--- config.mk ---
export PLATFORM = sky130hd
export DESIGN_NAME = uart_tx_sched
export DESIGN_NICKNAME = d
export VERILOG_FILES = /design/src/rtl/uart_tx_sched.sv
export SDC_FILE = /design/constraint.sdc
export NUM_CORES = 1
export LEC_CHECK = 0
export ABC_AREA = 1
export BUFFER_PORTS_ARGS = -buffer_cell sky130_fd_sc_hd__buf_2
export CAP_MARGIN = 10
export CELL_PAD_IN_SITES_DETAIL_PLACEMENT = 0
export CELL_PAD_IN_SITES_GLOBAL_PLACEMENT = 1
export CORE_UTILIZATION = 37
export DETAILED_ROUTE_END_ITERATION = 7
export GPL_TIMING_DRIVEN = 1
export HOLD_SLACK_MARGIN = 0.08
export PLACE_DENSITY = 0.84
export SYNTH_ARGS = -nofsm -noshare
export SYNTH_HDL_FRONTEND = slang
export SYNTH_SLANG_ARGS = --single-unit
export TNS_END_PERCENT = 5
--- constraint.sdc ---
create_clock -name clk -period 3.86 [get_ports clk]
set_input_delay 0.772 -clock clk [delete_from_list [all_inputs] [get_ports clk]]
set_output_delay 0.772 -clock clk [all_outputs]
set_load 0.01 [all_outputs]
--- src/rtl/uart_tx_sched.sv ---
// Round-robin scheduler that lets NUM_REQ requesters share one UART TX line.
// One frame = start bit, DATA_WIDTH data bits LSB-first, stop bit; bits advance on baud ticks.
module uart_tx_sched #(
  parameter int unsigned NUM_REQ    = 4,
  parameter int unsigned DATA_WIDTH = 8
) (
  input  logic                             clk,
  input  logic                             rst,
  input  logic                             baud,
  input  logic [NUM_REQ-1:0]               req_valid,
  input  logic [NUM_REQ*DATA_WIDTH-1:0]    req_data,
  output logic [NUM_REQ-1:0]               req_ready,
  output logic                             tx,
  output logic                             busy,
  output logic [$clog2(NUM_REQ)-1:0]       grant_id
);

  localparam int unsigned IdW  = $clog2(NUM_REQ);
  localparam int unsigned BitW = (DATA_WIDTH > 1) ? $clog2(DATA_WIDTH) : 1;

  typedef enum logic [1:0] {StIdle, StStart, StData, StStop} state_e;

  state_e                state;
  logic [IdW-1:0]        last_grant;
  logic [IdW-1:0]        winner;
  logic [DATA_WIDTH-1:0] shreg;
  logic [DATA_WIDTH-1:0] shreg_nxt;
  logic [BitW-1:0]       bit_idx;
  logic                  found;
  logic                  grant;
  int unsigned           idx;

  // Search starts just after the last winner and wraps, so every requester gets a turn.
  always_comb begin
    winner = '0;
    found  = 1'b0;
    idx    = 0;
    for (int unsigned k = 1; k <= NUM_REQ; k++) begin
      idx = (32'(last_grant) + k) % NUM_REQ;
      if (!found && req_valid[idx]) begin
        found  = 1'b1;
        winner = IdW'(idx);
      end
    end
  end

  // The stop-ending tick doubles as a grant slot so frames can run back-to-back.
  assign grant = !rst && baud && found && (state == StIdle || state == StStop);

  always_comb begin
    req_ready = '0;
    if (grant) req_ready[winner] = 1'b1;
  end

  assign busy      = (state != StIdle);
  assign shreg_nxt = shreg >> 1;

  always_ff @(posedge clk) begin
    if (rst) begin
      state      <= StIdle;
      tx         <= 1'b1;
      grant_id   <= '0;
      last_grant <= IdW'(NUM_REQ - 1);
      shreg      <= '0;
      bit_idx    <= '0;
    end else if (grant) begin
      state      <= StStart;
      tx         <= 1'b0;
      shreg      <= req_data[winner*DATA_WIDTH +: DATA_WIDTH];
      grant_id   <= winner;
      last_grant <= winner;
      bit_idx    <= '0;
    end else if (baud) begin
      unique case (state)
        StStart: begin
          state   <= StData;
          tx      <= shreg[0];
          bit_idx <= '0;
        end
        StData: begin
          if (bit_idx == BitW'(DATA_WIDTH - 1)) begin
            state <= StStop;
            tx    <= 1'b1;
          end else begin
            bit_idx <= bit_idx + 1'b1;
            shreg   <= shreg_nxt;
            tx      <= shreg_nxt[0];
          end
        end
        StStop: begin
          state <= StIdle;
          tx    <= 1'b1;
        end
        default: tx <= 1'b1;
      endcase
    end
  end

endmodule

* Word-level counts from Yosys, hierarchy flattened
Index checks and enable logic that the tools add are counted.
Operators by class: order comparisons 6, bitwise operators 0, multiplexer cells 33, divide/modulo/power cells 0, shift-type cells 1, equal/unequal tests 8, add/sub/neg operators 5, $mul 0, reduce and logical (&&, ||, !) cells 24
Operators by type and width (count):
- $mux 8 | 4
- $shiftx 32x6->8 | 1
- $lt 2x3->1 const B | 5
- $mux 1 | 14
- $reduce_and 3->1 | 4
- $mux 2 | 5
- $bmux 1 s2 | 4
- $reduce_bool 2->1 | 4
- $logic_and 1x1->1 | 7
- $ne 2x2->1 const B | 3
- $pmux 2 s3 | 1
- $pmux 3 s2 | 1
- $add 2x1->2 const B | 2
- $add 2x2->2 const B | 2
- $eq 2x2->1 const B | 2
- $logic_not 1->1 | 4
- $mux 4 | 1
- $reduce_bool 4->1 | 1
- $add 3x1->3 const B | 1
- $eq 3x3->1 const B | 1
- $mux 3 | 1
- $ne 3x3->1 const B | 1
- $reduce_bool 3->1 | 1
- $demux 1 s2 | 1
- 6 further kinds | 6
Word-level totals: memory bits (read-only) 0, logic and storage cells 84, memories 0, register bits after elaboration 18, output and inout bits 8, bits in latches 0, bits of input ports 39, memory bits (writable) 0

* Logic depth before layout (Yosys ltp)
Gate-level depths: netlist (run 1).
depth after elaboration 18, mapped depth 18, gate-level depth less buffers 16

* Worst setup path after synthesis (run 1)
Ideal clock, no wire load.
path type input port to output port, start in req_valid[3], end out req_ready[0], stages on the path 11, data required time 3088 ps, arrival 2027 ps, buffers on the path 2, setup slack 1061 ps, cell sequence inv_1 nand2_1 nand3_1 nand2_1 nor2_4 nand3_2 nand2_4 nand2_4 buf_8 buf_12 nor3_1
On the way: cells in the longest elaborated chain, start to end 17, elaborated cells on any way between the ends 30, classes of those cells 2 x order compare; 19 x mux; 9 x reduce/logical
Ends and longest elaborated chain:
- from (decl) | RTL line 10 | input logic [NUM_REQ-1:0] req_valid,
- $bmux 1 s2 | RTL line 40 | if (!found && req_valid[idx]) begin
- $mux 1 (implied by the code) | RTL line 40
- $mux 1 | RTL line 40
- $logic_not 1->1 | RTL line 40
- $logic_and 1x1->1 | RTL line 40
- $mux 1 | RTL line 40
- $logic_not 1->1 | RTL line 40
- $logic_and 1x1->1 | RTL line 40
- $mux 1 | RTL line 40
- $logic_not 1->1 | RTL line 40
- $logic_and 1x1->1 | RTL line 40
- $mux 2 | RTL line 40
- $lt 2x3->1 (implied by the code) / $ge 2x1->1 (equally long branches) | RTL line 52 | if (grant) req_ready[winner] = 1'b1;
- $logic_and 1x1->1 (implied by the code) | RTL line 52
- $mux 1 (implied by the code) | RTL line 52
- $demux 1 s2 | RTL line 52
- $mux 4 * | RTL line 52
- to (decl) | RTL line 12 | output logic [NUM_REQ-1:0] req_ready,
Every way passes the cells marked *; elsewhere a longest branch is shown, timed or not. The select of a mux whose other input is x is not followed.

* Worst setup path after layout (run 1)
start reg last_grant[0], end out req_ready[2]
On the way: cells in the longest elaborated chain, start to end 18, elaborated cells on any way between the ends 34, classes of those cells 4 x add/sub; 2 x order compare; 19 x mux; 9 x reduce/logical
Ends and longest elaborated chain:
- from (decl) | RTL line 24 | logic [IdW-1:0] last_grant;
- from (signal assigned) | RTL line 63 | last_grant <= IdW'(NUM_REQ - 1);
- from (signal assigned) | RTL line 71 | last_grant <= winner;
- $add 2x1->2 | RTL line 39 | idx = (32'(last_grant) + k) % NUM_REQ;
- $bmux 1 s2 | RTL line 40
- $mux 1 (implied by the code) | RTL line 40
- $mux 1 | RTL line 40
- $logic_not 1->1 | RTL line 40
- $logic_and 1x1->1 | RTL line 40
- $mux 1 | RTL line 40
- $logic_not 1->1 | RTL line 40
- [... 2 more ...]
- $logic_not 1->1 | RTL line 40
- $logic_and 1x1->1 | RTL line 40
- $mux 2 | RTL line 40
- $lt 2x3->1 (implied by the code) / $ge 2x1->1 (equally long branches) | RTL line 52
- $logic_and 1x1->1 (implied by the code) | RTL line 52
- $mux 1 (implied by the code) | RTL line 52
- $demux 1 s2 | RTL line 52
- $mux 4 * | RTL line 52
Marked as above.

==> impl_metrics.py, run 1 <==
metrics = {
    "cts": {
        "cts_setup_buffers": 0,
        "ctsHoldBuffers": 0,
        "clock_latency_ps": 250,
        "htreeDepth": 1,
        "numCtsBuffers": 3,
        "cts_buffer_depth": 2,
        "cts_resized": 0,
        "root_buffer": "clkbuf_8",
        "clk_pin_slew_ps": 70,
        "cts_sinks": 18,
        "cts_tree": "yes",
    },
    "sta": {
        "hold_viol": 0,
        "tightest_slew_ps": 440,
        "fin_skew_ps": 1.14,
        "finalSetupViolCount": 0,
        "fin_setup_tns_ps": 0,
        "slew_headroom_pct": 70.7,
        "rsz0062_at_grt": "false",
        "finalWorstSetupSlack_ps": 788,
        "hold_slack_ps": 463,
        "final.min_clock_period_ps": 3070,
        "fmaxAchievable_ghz": 0.325,
        "drv_slew": 0,
        "fin_crit_sh_pct": 79.6,
    },
    "worst_setup_path": {
        "max_stage_delay_ps": 470,
        "r2r_slack_ps": 1540,
        "cp_data_required_time_ps": 3090,
        "cp-start-kind": "flip-flop",
        "cp-end-kind": "primary output",
        "worstPathCellList": "inv_2, nand2_1, nand3_1, nand2_1, nor2_4, nand3_2, nand4_2, inv_1, nand2_1, nor2_1, buf_2",
        "crit_type": "flip-flop to primary output",
        "crit_arrival_ps": 2300,
        "crit_fanout": 11,
        "crit_path_top_delay_cell": "dfxtp_1",
        "path_common_cell": "nand2_1",
    },
    "power_and_ir_drop": {
        "ir_drop_mv": 0.270,
        "p_total_mw": 1.08,
        "p_seq_share_pct": 24.4,
        "power.leakage_nw": 0.935,
        "p_per_area_mw_per_mm2": 613,
        "switching_power_uw": 542,
        "p_int_uw": 541,
        "clkPwrFrac_pct": 11.9,
        "p_comb_share_pct": 63.7,
        "switching_share_pct": 50.1,
    },
    "die": {
        "die_w_um": 65.3,
        "boundaryPins": 47,
        "die_y_um": 65.3,
        "coreArea_mm2": 0.00374,
        "dieArea_mm2": 0.00426,
        "start_util_pct": 39.6,
        "placement_rows": 22,
    },
    "synth": {
        "yosys-top-cells-area": "dfxtp_1 (24%), nand2_1 (17%), nand3_1 (10%)",
        "yosysSeqAreaShare_pct": 24.3,
        "synth_warnings": 0,
        "syn_inst": 229,
        "synth_area_mm2": 0.00148,
        "synth_largest_area_cell": "dfxtp_1",
        "syn_nets": 275,
        "ys_types": 30,
        "synth_top_area_share_pct": 24.3,
        "avgSynthCellArea_um2": 6.47,
        "ys_seq_elements": 18,
    },
    "placement": {
        "hpwl_um": 2760,
        "portBuffers": 46,
        "dp_cells": 318,
        "place_ws_ps": 787,
        "dpl_cell_area_mm2": 0.00173,
        "gp_congestion": 0.817,
    },
    "route": {
        "drc": 0,
        "final_antenna_net_count": 0,
        "wl_per_cell_um": 11.0,
        "drt_iter0_markers": 53,
        "wirelength_um": 3530,
        "drt_pre_antenna_iters": 4,
        "route.vias.total": 1566,
        "avgViaCountPerCell": 4.88,
    },
    "grt": {
        "grtUsageTotal_pct": 18.0,
        "grt_first_pass_wirelength_um": 6090,
        "grt_max_degree": 21,
        "grt_pass1_vias": 1451,
        "overflow": 0,
        "antenna_found_initial": 0,
    },
    "final_layout": {
        "design_area_mm2": 0.00177,
        "antenna_cells": 0,
        "area_growth_pct": 19.2,
        "finalNonFillerCells": 321,
        "final_common_cell": "nand2_1",
        "drive_gt1_share_pct": 30.8,
        "layout_common_cells": "nand2_1 (69), buf_2 (46), nand3_1 (30)",
        "finalNetCount": 321,
        "final_util_pct": 47.2,
        "fillers": 438,
    },
    "worst_hold_path": {
        "hold_class": "flip-flop to flip-flop",
    },
    "job": {
        "drv_cap": 0,
    },
    "status": {
        "outcome": "complete, no violations",
    },
}
==> layer usage <==
| metal | share of wire, % | global-route usage (%) | vias to the layer above |
|---|---|---|---|
| li1 | - | - | 832 |
| met1 | 47 | 22.0 | 694 |
| met2 | 48 | 33.0 | 38 |
| met3 | 4.3 | 3.13 | 2 |
| met4 | 0.28 | 2.45 | 0 |
| met5 | 0 | 0 | - |
==> power by group through the flow <==
stage / logic, mW / registers (mW) / clock network, mW
2_1_floorplan: 0.607 / 0.260 / 0
3_3_place_gp: 0.693 / 0.269 / 0
3_5_place_dp: 0.695 / 0.269 / 0
4_1_cts: 0.699 / 0.265 / 0.133
5_1_grt: 0.795 / 0.272 / 0.140
6_report: 0.690 / 0.265 / 0.128
==> state kept, by name (all words and copies together) (netlist names) <==
name / count
shreg: 8
bit_idx: 3
grant_id: 2
last_grant: 2
state: 2
tx: 1
==> path summary, 6_finish.rpt <==
check | cells after the start | startpoint | end
worst max-delay path | 11 | last_grant[0] | req_ready[2]
worst min-delay path | 2 | grant_id[1] | grant_id[1]
worst max register to register | 13 | last_grant[0] | shreg[0]
worst min register to register | 2 | grant_id[1] | grant_id[1]
==> synthesized netlist by cell type <==
cell type   n
nor2_2      1
nor2_4      1
buf_12      1
a21oi_1    12
a31oi_1     1
nor2_1      8
ha_1        7
nand2_4     3
nand4_2     1
a22oi_1     1
nand3b_1    3
buf_4       1
o2111a_1    1
nand3_1    30
or2_1       1
inv_1      20
or2_2       3
o21ai_1     2
nor3_1      1
nand3_2     3
nand2_1    69
o211ai_1    3
dfxtp_1    18
buf_8       1
buf_2       4
o21bai_1    2
nand2_2    14
a21oi_2     3
o21ai_0    10
inv_2       4
==> cell type report <==
cell class                      count  area [µm²]  area share [%]
Inverter                           24        90.1            5.10
Timing Repair Buffer               48         245            13.9
Tap cell                           48        60.1            3.40
Clock buffer                        3        41.3            2.34
Sequential cell                    18         360            20.4
Multi-Input combinational cell    180         970            54.9
==> kinds of logic (layout without fill, tap and decap cells) <==
group | after synthesis | in the layout | share of synthesized area [%]
flip-flops | 18 | 18 | 24.3
AO/OA/AOI/OAI | 35 | 35 | 14.1
AND/OR/NAND/NOR | 138 | 138 | 45.4
adder cells (fa/ha/maj) | 7 | 7 | 5.91
buffers and inverters | 31 | 75 | 10.3
==> critical path, delay by kind of cell (launching register included) <==
family / cells / cell delay, ps
AND/OR/NAND/NOR: 8 / 1000
buffers and inverters: 3 / 570
flip-flops: 1 / 470
Note: power is estimated with default switching activity, not from simulation.
==> inputs of run 2 (changes only) <==
--- a/config.mk
+++ b/config.mk
@@ -10,11 +10,11 @@
 export CAP_MARGIN = 10
 export CELL_PAD_IN_SITES_DETAIL_PLACEMENT = 0
 export CELL_PAD_IN_SITES_GLOBAL_PLACEMENT = 1
-export CORE_UTILIZATION = 37
+export CORE_UTILIZATION = 31
 export DETAILED_ROUTE_END_ITERATION = 7
 export GPL_TIMING_DRIVEN = 1
 export HOLD_SLACK_MARGIN = 0.08
-export PLACE_DENSITY = 0.84
+export PLACE_DENSITY = 0.75
 export SYNTH_ARGS = -nofsm -noshare
 export SYNTH_HDL_FRONTEND = slang
 export SYNTH_SLANG_ARGS = --single-unit
==> constraint.sdc (replaced) <==
create_clock -name clk -period 2.57 [get_ports clk]
set_input_delay 0.514 -clock clk [delete_from_list [all_inputs] [get_ports clk]]
set_output_delay 0.514 -clock clk [all_outputs]
set_load 0.01 [all_outputs]
==> run 2 against run 1 <==
Clock skew is essentially flat. Largest cell class unchanged. Register-to-register slack worse by 1100 ps. Sequential power rose by 52%.
==> impl_metrics.py, run 2 (synthesis gave the netlist of run 1 again) <==
metrics = {
    "worst_setup_path": {
        "cp_data_required_time_ps": 2060,
        "rr_worst_depth": 11,
        "crit_arrival_ps": 1910,
        "cp-end-kind": "primary output",
        "crit_type": "flip-flop to primary output",
        "r2r_slack_ps": 470,
        "endpoint": "req_ready[1]",
        "crit_start": "last_grant[0]",
        "r2r_start": "state[0]",
        "cp-start-kind": "flip-flop",
        "crit_fanout": 9,
        "rr_endpoint": "shreg[4]",
    },
    "status": {
        "outcome": "complete, no violations",
    },
    "cts": {
        "cts_setup_buffers": 0,
        "numCtsBuffers": 3,
        "root_buffer": "clkbuf_8",
        "cts_tree": "yes",
        "ctsHoldBuffers": 0,
        "clock_latency_ps": 260,
        "cts_sinks": 18,
        "clk_pin_slew_ps": 70,
        "cts_buffer_depth": 2,
        "htreeDepth": 1,
    },
    "job": {
        "drv_cap": 0,
    },
    "sta": {
        "final.min_clock_period_ps": 2430,
        "fmaxAchievable_ghz": 0.412,
        "tightest_slew_ps": 426,
        "drv_slew": 0,
        "slew_headroom_pct": 71.6,
        "fin_skew_ps": 0.844,
        "rsz0062_at_grt": "false",
        "fin_crit_sh_pct": 94.5,
        "finalWorstSetupSlack_ps": 142,
        "hold_viol": 0,
        "fin_setup_tns_ps": 0,
        "finalSetupViolCount": 0,
    },
    "final_layout": {
        "final_util_pct": 41.5,
        "largest_register_ffs": 8,
        "fillers": 493,
        "finalNetCount": 327,
        "layout_common_cells": "nand2_1 (69), buf_2 (46), nand3_1 (30)",
        "reg_top3": "shreg x8, bit_idx x3",
        "top_register": "shreg",
        "area_growth_pct": 25.2,
        "drive_gt1_share_pct": 33.9,
        "final_common_cell": "nand2_1",
        "antenna_cells": 0,
        "finalNonFillerCells": 332,
    },
    "die": {
        "die_w_um": 71.2,
        "start_util_pct": 33.1,
        "boundaryPins": 47,
        "dieArea_mm2": 0.00506,
        "placement_rows": 24,
        "coreArea_mm2": 0.00447,
        "die_y_um": 71.2,
    },
    "power_and_ir_drop": {
        "power.leakage_nw": 0.972,
        "ir_drop_mv": 0.333,
        "p_per_area_mw_per_mm2": 958,
    },
    "route": {
        "drt_pre_antenna_iters": 6,
        "final_antenna_net_count": 0,
        "wl_per_cell_um": 11.2,
        "drc": 0,
        "drt_iter0_markers": 77,
        "avgViaCountPerCell": 4.72,
        "route.vias.total": 1568,
        "wirelength_um": 3710,
    },
    "grt": {
        "grtUsageTotal_pct": 15.3,
        "use_met1_pct": 20.4,
        "grt_first_pass_wirelength_um": 6130,
        "antenna_found_initial": 0,
        "grt-busiest-layer": "met2",
        "grtUsageMet2_pct": 25.8,
        "grt_max_degree": 15,
        "use_met3_pct": 2.28,
        "overflow": 0,
        "grt_pass1_vias": 1372,
    },
    "placement": {
        "hpwl_um": 3040,
        "gp_congestion": 0.807,
        "portBuffers": 46,
        "place_ws_ps": 183,
        "dp_cells": 328,
    },
    "worst_hold_path": {
        "hold_class": "flip-flop to flip-flop",
    },
}
run 2: cell types whose count changed in the layout (fill, tap and decap cells not counted), sizes merged:
cell and delta:
clkbuf +1, buf +6
run 2: how the worst min path moves through the flow:
stage             endpoint  depth (start not counted)   startpoint  slack (ps)
2_1_floorplan     shreg[7]                          2     shreg[7]         440
3_3_place_gp   grant_id[1]                          2  grant_id[1]         450
3_5_place_dp   grant_id[1]                          2  grant_id[1]         460
4_1_cts        grant_id[1]                          2  grant_id[1]         470
5_1_grt           shreg[7]                          2          rst         470
6_report       grant_id[1]                          2  grant_id[1]         460
run 2: layout make-up:
type	count	area, µm²	share of cell area, %
multi-input combinational	180	986	53.1
inverter	24	92.6	4.99
timing repair buffer	54	290	15.6
tap	52	65.1	3.50
clock buffer	4	55.1	2.96
sequential	18	368	19.8
run 2: worst max-delay path, cell delays in order, from the launching register on:
cell and delay, ps:
dfxtp_4 370, inv_4 110, nand2_1 60, nand2_1 100, nand2_1 70, nand2_1 90, inv_1 60, nand3_2 110
nand4_2 100, inv_1 160, nand2_1 120, nor2_1 150, buf_2 150
run 2: power by group:
part / internal, mW / total (mW) / switching [mW]
clock network: 0.136 / 0.235 / 0.0989
logic: 0.426 / 1.14 / 0.715
registers: 0.352 / 0.402 / 0.0493
total: 0.915 / 1.78 / 0.863
run 2: per-stage QoR:
stage	instance area [µm²]	total power [mW]	hold slack [ps]
after floorplan	1480	1.30	438
after global placement	1780	1.53	453
after detailed placement	1780	1.53	455
after CTS	1830	1.78	466
after global routing	1860	1.96	473
final	1860	1.78	462
run 2: what timing repair did:
| action | CTS | global route |
|---|---|---|
| hold endpoints to repair | 0 | 0 |
| gates cloned | 0 | 0 |
| endpoints found under the setup margin | 4 | 4 |
| gates resized for setup | 2 | 6 |
run 2: routing by layer:
layer | up-vias | part of all wire [%] | wire (µm)
li1 | 848 | - | -
met1 | 684 | 48 | 1760
met2 | 32 | 48 | 1770
met3 | 4 | 3.7 | 136
met4 | 0 | 0.89 | 33
met5 | - | 0 | 0
